File: src/rtl/rob_pkg.sv
// Shared reorder-buffer types: entry layout plus pointer/count widths used by
// the ROB and the rename-side tag allocator.
package rob_pkg;

  localparam int PREG_W = 7;
  localparam int TAG_W  = 4;
  localparam int DEPTH  = 1 << TAG_W;

  typedef logic [TAG_W-1:0]  ptr_t;
  typedef logic [TAG_W:0]    count_t;
  typedef logic [PREG_W-1:0] preg_t;

  typedef struct packed {
    logic  valid;
    logic  complete;
    logic  reg_write;
    logic  is_branch;
    preg_t prd;
    preg_t old_prd;
  } rob_entry_t;

endpackage

File: src/rtl/reorder_buffer.sv
// In-order retirement buffer: records dispatched instructions, marks them complete
// on writeback, retires the head in program order and flushes on a mispredict.
module reorder_buffer
  import rob_pkg::*;
#(
  parameter int PREG_WIDTH = PREG_W,
  parameter int ROB_WIDTH  = TAG_W
) (
  input  logic                  clk,
  input  logic                  reset,
  input  logic                  dispatch_valid,
  input  logic                  dispatch_reg_write,
  input  logic                  dispatch_is_branch,
  input  logic [PREG_WIDTH-1:0] dispatch_prd,
  input  logic [PREG_WIDTH-1:0] dispatch_old_prd,
  input  logic [ROB_WIDTH-1:0]  dispatch_rob_tag,
  output logic                  rob_ready,
  input  logic                  wb_valid,
  input  logic [ROB_WIDTH-1:0]  wb_rob_tag,
  input  logic                  branch_mispredict,
  input  logic [ROB_WIDTH-1:0]  mispredict_tag,
  output logic                  retire_valid,
  output logic [ROB_WIDTH-1:0]  retire_tag,
  output logic                  commit_en,
  output logic [PREG_WIDTH-1:0] commit_old_preg,
  output logic                  tag_error
);

  rob_entry_t       entries [DEPTH];
  ptr_t             head;
  ptr_t             tail;
  count_t           count;
  logic             accept;
  logic             commit_fire;
  ptr_t             mis_next;
  ptr_t             mis_age;
  count_t           flush_count;
  logic [DEPTH-1:0] flush_mask;

  assign rob_ready   = (count != count_t'(DEPTH));
  assign accept      = dispatch_valid && rob_ready && !branch_mispredict;
  assign commit_fire = entries[head].valid && entries[head].complete;
  assign mis_next    = ptr_t'(mispredict_tag) + ptr_t'(1);
  assign mis_age     = ptr_t'(mispredict_tag) - head;
  assign flush_count = count_t'({1'b0, mis_age}) + count_t'(1) - count_t'(commit_fire);

  // Age relative to head orders entries by program order, so "younger than the
  // branch" is simply a larger age; this also holds when the ROB is full.
  always_comb begin
    flush_mask = '0;
    for (int i = 0; i < DEPTH; i++) begin
      flush_mask[i] = branch_mispredict && ((ptr_t'(i) - head) > mis_age);
    end
  end

  always_ff @(posedge clk or posedge reset) begin
    if (reset) begin
      head            <= '0;
      tail            <= '0;
      count           <= '0;
      retire_valid    <= 1'b0;
      retire_tag      <= '0;
      commit_en       <= 1'b0;
      commit_old_preg <= '0;
      tag_error       <= 1'b0;
      for (int i = 0; i < DEPTH; i++) begin
        entries[i] <= '0;
      end
    end else begin
      for (int i = 0; i < DEPTH; i++) begin
        if (flush_mask[i]) begin
          entries[i].valid    <= 1'b0;
          entries[i].complete <= 1'b0;
        end else if (wb_valid && (ptr_t'(wb_rob_tag) == ptr_t'(i)) && entries[i].valid) begin
          entries[i].complete <= 1'b1;
        end
      end

      if (commit_fire) begin
        entries[head].valid    <= 1'b0;
        entries[head].complete <= 1'b0;
        head                   <= head + ptr_t'(1);
      end

      if (accept) begin
        entries[tail] <= '{valid:     1'b1,
                           complete:  1'b0,
                           reg_write: dispatch_reg_write,
                           is_branch: dispatch_is_branch,
                           prd:       preg_t'(dispatch_prd),
                           old_prd:   preg_t'(dispatch_old_prd)};
        if (ptr_t'(dispatch_rob_tag) != tail) begin
          tag_error <= 1'b1;
        end
      end

      if (branch_mispredict) begin
        tail  <= mis_next;
        count <= flush_count;
      end else begin
        if (accept) begin
          tail <= tail + ptr_t'(1);
        end
        count <= count + count_t'(accept) - count_t'(commit_fire);
      end

      // Retire outputs describe the entry retired at this edge.
      retire_valid    <= commit_fire;
      retire_tag      <= commit_fire ? ROB_WIDTH'(head) : '0;
      commit_en       <= commit_fire && entries[head].reg_write;
      commit_old_preg <= (commit_fire && entries[head].reg_write)
                         ? PREG_WIDTH'(entries[head].old_prd) : '0;
    end
  end

endmodule

File: config.mk
export PLATFORM = sky130hd
export DESIGN_NAME = reorder_buffer
export DESIGN_NICKNAME = d
export VERILOG_FILES = /design/src/rtl/rob_pkg.sv /design/src/rtl/reorder_buffer.sv
export SDC_FILE = /design/constraint.sdc
export NUM_CORES = 1
export LEC_CHECK = 0
export BUFFER_PORTS_ARGS = -buffer_cell sky130_fd_sc_hd__buf_2
export CAP_MARGIN = 20
export CORE_AREA = 2 2 152 154
export CTS_CLUSTER_SIZE = 12
export DETAILED_ROUTE_END_ITERATION = 10
export DIE_AREA = 0 0 154 156
export GPL_ROUTABILITY_DRIVEN = 0
export GPL_TIMING_DRIVEN = 0
export PLACE_DENSITY = 0.58
export RECOVER_POWER = 50
export SLEW_MARGIN = 20
export SYNTH_ARGS = -nofsm -noshare
export SYNTH_HDL_FRONTEND = slang
export SYNTH_SLANG_ARGS = --single-unit
export TNS_END_PERCENT = 1
File: constraint.sdc
create_clock -name clk -period 6.5 [get_ports clk]
set_input_delay 0.65 -clock clk [delete_from_list [all_inputs] [get_ports clk]]
set_output_delay 0.65 -clock clk [all_outputs]
set_load 0.005 [all_outputs]
==> results of run 1 <==
power by group through the flow:
stage | Combinational [uW] | Clock [uW] | Sequential (uW)
after floorplan | 1560 | 0 | 1780
after CTS | 2030 | 1090 | 1850
final | 2020 | 1080 | 1850
after detailed placement | 2020 | 0 | 1870
after global routing | 2200 | 1150 | 1910
after global placement | 1930 | 0 | 1830
layer usage:
layer	track usage, %	part of all wire (%)	wire, um	vias up
met4	8.99	3.4	907	0
met1	29.8	43	11400	3511
met3	4.00	4.2	1100	52
met5	0	0	0	-
li1	-	-	-	2953
met2	38.7	49	13000	162
metrics by stage:
step                setup WS [ps]  cells  power, uW
floorplan                     765    774       3350
global placement            -1040   1097       3750
detailed placement           2320   1100       3890
CTS                          2280   1132       4980
global route                 2030   1132       5260
finish                       2260   1133       4950
cell families (layout without fill, tap and decap cells):
family,count (synthesis),after routing
flops,187,187
mux,180,180
simple gates,141,141
compound gates,101,101
buf+inv,83,156
fa+ha+maj,49,49
xor+xnor,33,33
other cells,0,1
cell usage in the layout, fill, tap and decap left out, types with 22 or more instances in the layout:
| cell type | n |
|---|---|
| dfrtp_1 | 187 |
| mux2_2 | 129 |
| buf_2 | 44 |
| ha_1 | 43 |
| mux4_2 | 42 |
| inv_1 | 39 |
| nor2_1 | 28 |
| nand2_1 | 27 |
| xnor2_1 | 24 |
| clkbuf_1 | 22 |
sequential cells by signal, indices dropped and copies added (netlist names):
register,cells
retire_tag,4
tag_error,1
tail,4
entries,160
head,4
commit_en,1
commit_old_preg,7
retire_valid,1
count,5
final cells by class:
class | count | area (um2) | area share [%]
tap | 285 | 357 | 3.18
antenna | 1 | 2.50 | 0.0223
multi-input combinational | 504 | 4960 | 44.3
sequential | 187 | 4680 | 41.8
clock inverter | 12 | 150 | 1.34
buffer | 37 | 173 | 1.54
timing repair buffer | 41 | 245 | 2.19
inverter | 46 | 174 | 1.55
clock buffer | 20 | 457 | 4.08
worst paths after layout:
check,startpoint,endpoint
max,head[1],entries[232]
min,mispredict_tag[0],tail[0]
max reg2reg,head[1],entries[232]
min reg2reg,entries[109],entries[109]
max in group asynchronous,reset,count[0]
min in group asynchronous,reset,entries[234]
critical path, stage by stage (launching register included):
cell and delay, ps:
dfrtp_1 630, inv_2 250, buf_2 530, ha_1 350, nand3b_1 90, nand2_1 120, xor2_1 340, clkbuf_1 480
inv_1 190, ha_1 350, o2111ai_1 120, nand2_1 110, a21oi_1 80, a31oi_1 290, nor3b_2 220
==> impl_results.md, run 1 <==
- H-Tree Depth: 4
- Leading area contributor after synthesis: dfrtp_1
- # IOs: 48
- Vias in the first global route: 7,068
- Crit path time final: 4240 ps
- Cell Area, Synth: 0.00995 mm2
- Worst Tran Pin Value: 4500 ps
- Clock Latency Late Sink: 430 ps
- Port-buffer cells: 38
- RSZ-0062 raised after global routing: false
- Fmax achieved: 236 MHz
- Hpwl dp: 18.2 mm
- List of most frequent post-synthesis cells: dfrtp_1 (187), mux2_2 (129), ha_1 (43)
- Synth Area in XOR/XNOR: 2.90%
- Synth area leaders: dfrtp_1 (47%), mux2_2 (15%), mux4_2 (9.5%)
- Reg2reg path depth: 14
- DRC Markers: 0
- Mapped Nets: 852
- Final ANT Viol Nets: 0
- EDFF count, synth: 0
- Cells on Worst Hold Path: 2
- Synth Area per Inst: 12.9 um2
- Cell Int Power: 3250 uW
- Ys async rst share: 100%
- Fin. max-slew vios: 100
- Critical Path RT: 6850 ps
- #FFs+latches synth: 187
- DP Area: 0.0106 mm2
- Data arrival, critical path: 4590 ps
- Number of post-CTS setup repair buffers: 0
- GRT Total Usage: 23.0%
- Drt wl/cell: 23.3 um
- Crit Path Max Fanout: 16
- Cts hold-fix bufs: 0
- Adder-cell share of the synthesized area: 6.21%
- First-pass DRT Iterations: 7
- # fillers: 1,949
- Sw frac: 34.5%
- Setup_tns: 0 ps
- Synth cell types: 61
- Clock Pin Slew Worst Setup and Hold Paths: 70 ps
- Vias: 6,678
- Largest net degree at the start of global routing: 101
- Fraction of synthesized area in multiplexers: 25.2%
- Power per standard cell area: 442 mW/mm2
- Status: complete, but fails checks
- R2R setup slack: 2260 ps
- Post-synth top area share: 47.0%
- Fraction of layout cells with a size suffix above 1: 32.8%
- First-pass GRT wire length: 41.3 mm
- CTS Sinks: 187
- Ys Warns: 0
- Total Wirelength: 26.4 mm
- Total core area: 0.0224 mm2
- Die height: 156 um
- Post-synthesis simple-gate area fraction: 8.27%
- Die area: 0.0240 mm2
- Final hold vios: 0
- CTS Buf Count: 17
- Final core utilization: 50.1%
- Setup Crit Path Kind: flop to flop
- Clk root buf: clkbuf_16
- Post-CTS resize count: 0
- Peak supply drop: 195 uV
- Sequential fraction of the synthesis area: 47.0%
- Initial antenna violation count: 1
- Most frequent cell after synthesis: dfrtp_1
- FP Rows: 55
- Largest family of logic cells by synthesized area: multiplexers
- Initial core utilization: 44.5%
- Maximum clock path buffer count: 2
- CTS tree: built
- Pleak: 0.00505 uW
- Hold Slack: 488 ps
- Hold WC Path Type: primary input to flop
- Clock power share: 21.7%
- Worst-case clock skew: 11.9 ps
- Net switching power figure: 1710 uW
- Top FF cell, synth: dfrtp_1
- Final nets: 912
- Final setup violating endpoints: 0
- Failing checks: capacitance limit, slew limit
- Max cap viols: 1
- CP Launch Type: flop
- Via-to-Cell Ratio: 5.89
- Slew margin rel.: -202%
- GRT overflow: 0
- Logic pwr share: 40.9%
- Layout Area Growth over Synthesis: 12.5%
- Fin area: 0.0112 mm2
- Share of power burned in registers: 37.4%
- Final period utilization: 65.3%
- Die X: 154 um
- Complex-gate fraction of the synthesized area: 6.99%
- Crit path capture type: flop
- Syn Inst Count: 774
- Detailed Route Iter0 Violations: 477
Power figures use the tool's default switching activity.
==> inputs of run 2 (changes only) <==
==> constraint.sdc (replaced) <==
create_clock -name clk -period 4.1 [get_ports clk]
set_input_delay 0.41 -clock clk [delete_from_list [all_inputs] [get_ports clk]]
set_output_delay 0.41 -clock clk [all_outputs]
set_load 0.005 [all_outputs]
==> run 2 against run 1 <==
Net effect:
- largest power group unchanged
- fmax rose by 6.8%
- clock power is 51% higher
- the run still ends with capacitance limit, slew limit left
- clock skew up 1.8 ps
- design area about the same
- power is 57% higher
- non-clock buffer count is 4 higher
- setup slack lost 2100 ps
==> impl_results.md, run 2 (same netlist as run 1, synthesis figures left out) <==
- Port-buffer cells: 38
- Crit path capture type: flop
- Worst Tran Pin Value: 1740 ps
- GRT Total Usage: 23.3%
- Layout Area Growth over Synthesis: 12.4%
- CTS Buf Count: 17
- CP max stage cell: dfrtp_1
- Crit-path cells: buf_4 > inv_2 > buf_6 > ha_1 > a21oi_1 > nand2_1 > xor2_1 > clkbuf_1 > inv_1 > ha_1 > o2111ai_1 > nand2_1 > a21oi_1 > a31oi_1 > nor3b_2
- Most frequent cells in the layout: dfrtp_1 (186), mux2_2 (129), ha_1 (43), mux4_2 (42), buf_2 (41)
- Commonest non-fill, non-tap cell in the layout: dfrtp_1
- Die height: 156 um
- Final ANT Viol Nets: 0
- Die X: 154 um
- Initial antenna violation count: 1
- Max reg flops: 160
- Most flop-heavy register: entries
- Peak supply drop: 285 uV
- Hold WC Path Type: primary input to asynchronous set/reset pin
- First-pass GRT wire length: 41.8 mm
- First-pass DRT Iterations: 5
- Cell Int Power: 5010 uW
- Final setup violating endpoints: 0
- DRC Markers: 0
- Clock Pin Slew Worst Setup and Hold Paths: 80 ps
- # fillers: 1,945
- Critical Path RT: 4460 ps
- Net switching power figure: 2770 uW
- Critical path's largest stage delay: 490 ps
- Maximum clock path buffer count: 2
- Fin. max-slew vios: 29
- Die area: 0.0240 mm2
- Initial core utilization: 44.5%
- Total Wirelength: 26.4 mm
- Fmax achieved: 252 MHz
- Setup Crit Path Kind: flop to flop
- Slew margin rel.: -16.2%
- Final nets: 916
- Tot Pwr: 7770 uW
- Via-to-Cell Ratio: 5.87
- Failing checks: capacitance limit, slew limit
- CP Launch Type: flop
- FP Rows: 55
- Final period utilization: 97.0%
- Power per standard cell area: 695 mW/mm2
- GRT overflow: 0
- Area occupied by registers: 0.00468 mm2
- Logic pwr share: 41.1%
- Pleak: 0.00503 uW
- Clock power share: 21.0%
- Hpwl dp: 18.5 mm
- Placed Instances: 1,104
- Crit path time final: 3970 ps
- Detailed Route Iter0 Violations: 445
- Hold Slack: 140 ps
- Footprint of the multi-input gates: 0.00496 mm2
- Worst-case clock skew: 13.7 ps
- Final hold vios: 0
- H-Tree Depth: 4
- Fin area: 0.0112 mm2
- CTS Sinks: 187
- Share of power burned in registers: 37.9%
- Largest net degree at the start of global routing: 38
- Fin cells: 1,137
- Place WS: -63.9 ps
- Regs by FF count: entries x160, commit_old_preg x7, count x5
- Fraction of layout cells with a size suffix above 1: 33.0%
- Number of post-CTS setup repair buffers: 0
- Status: complete, but fails checks
- CTS tree: built
- Final worst slack: 125 ps
- # IOs: 48
- Sw frac: 35.6%
- DP Area: 0.0107 mm2
- Vias: 6,671
- Drt wl/cell: 23.3 um
- Data arrival, critical path: 4330 ps
- Vias in the first global route: 7,168
- Clk root buf: clkbuf_16
- Total core area: 0.0224 mm2
- RSZ-0062 raised after global routing: true
- Clock Latency Late Sink: 450 ps
- Crit Path Max Fanout: 14
- Max cap viols: 1
[run 2: cell count changes in the layout (fill, tap and decap cells not counted), sizes merged]
| cell | delta |
|---|---|
| clkinvlp | +1 |
| bufinv | -2 |
| clkinv | +2 |
| inv | +1 |
| clkbuf | +2 |
[run 2: worst paths after layout]
check / slack [ps] / start / endpoint / depth (start not counted)
max: 130 / head[2] / entries[232] / 15
min: 140 / reset / entries[167] / 2
max reg2reg: 130 / head[2] / entries[232] / 15
min reg2reg: 490 / entries[113] / entries[113] / 1
max in group asynchronous: 770 / reset / entries[274] / 6
min in group clk: 230 / mispredict_tag[0] / tail[0] / 2
[run 2: per-layer routing]
layer | share of wire, % | vias up | GRT usage [%]
li1 | - | 2956 | -
met1 | 44 | 3494 | 29.6
met2 | 49 | 160 | 39.4
met3 | 3.9 | 61 | 4.58
met4 | 3.5 | 0 | 9.08
met5 | 0 | - | 0
[run 2: metrics by stage]
step           util (%)  TNS, ps
2_1_floorplan         -        0
3_3_place_gp       47.0   -14870
3_5_place_dp       47.7     -190
4_1_cts            50.3        0
5_1_grt            50.0     -561
6_report           50.0        0
[run 2: power by group through the flow]
stage | registers [uW] | logic [uW] | clock network [uW]
3_3_place_gp | 2900 | 3050 | 0
4_1_cts | 2940 | 3220 | 1660
6_report | 2940 | 3200 | 1630
3_5_place_dp | 2970 | 3200 | 0
5_1_grt | 3030 | 3500 | 1740
2_1_floorplan | 2830 | 2480 | 0
[run 2: final cells by class]
| class | instances | share of cell area, % |
|---|---|---|
| Inverter | 46 | 1.55 |
| Clock buffer | 18 | 3.83 |
| Timing Repair Buffer | 45 | 2.33 |
| Tap cell | 285 | 3.19 |
| Clock inverter | 14 | 1.34 |
| Buffer | 37 | 1.59 |
| Multi-Input combinational cell | 504 | 44.3 |
| Antenna cell | 1 | 0.0224 |
| Sequential cell | 187 | 41.8 |
[run 2: worst max-delay path: cells and delay by family, from the launching register on]
kind | cells | cell delay [ps]
buf+inv | 5 | 1260
flops | 1 | 490
fa+ha+maj | 2 | 700
xor+xnor | 1 | 350
compound gates | 4 | 620
simple gates | 3 | 460
[run 2: timing repair]
action,in CTS,in global routing
setup endpoints to repair,13,23
hold buffers,0,0
gates resized for setup,1,2
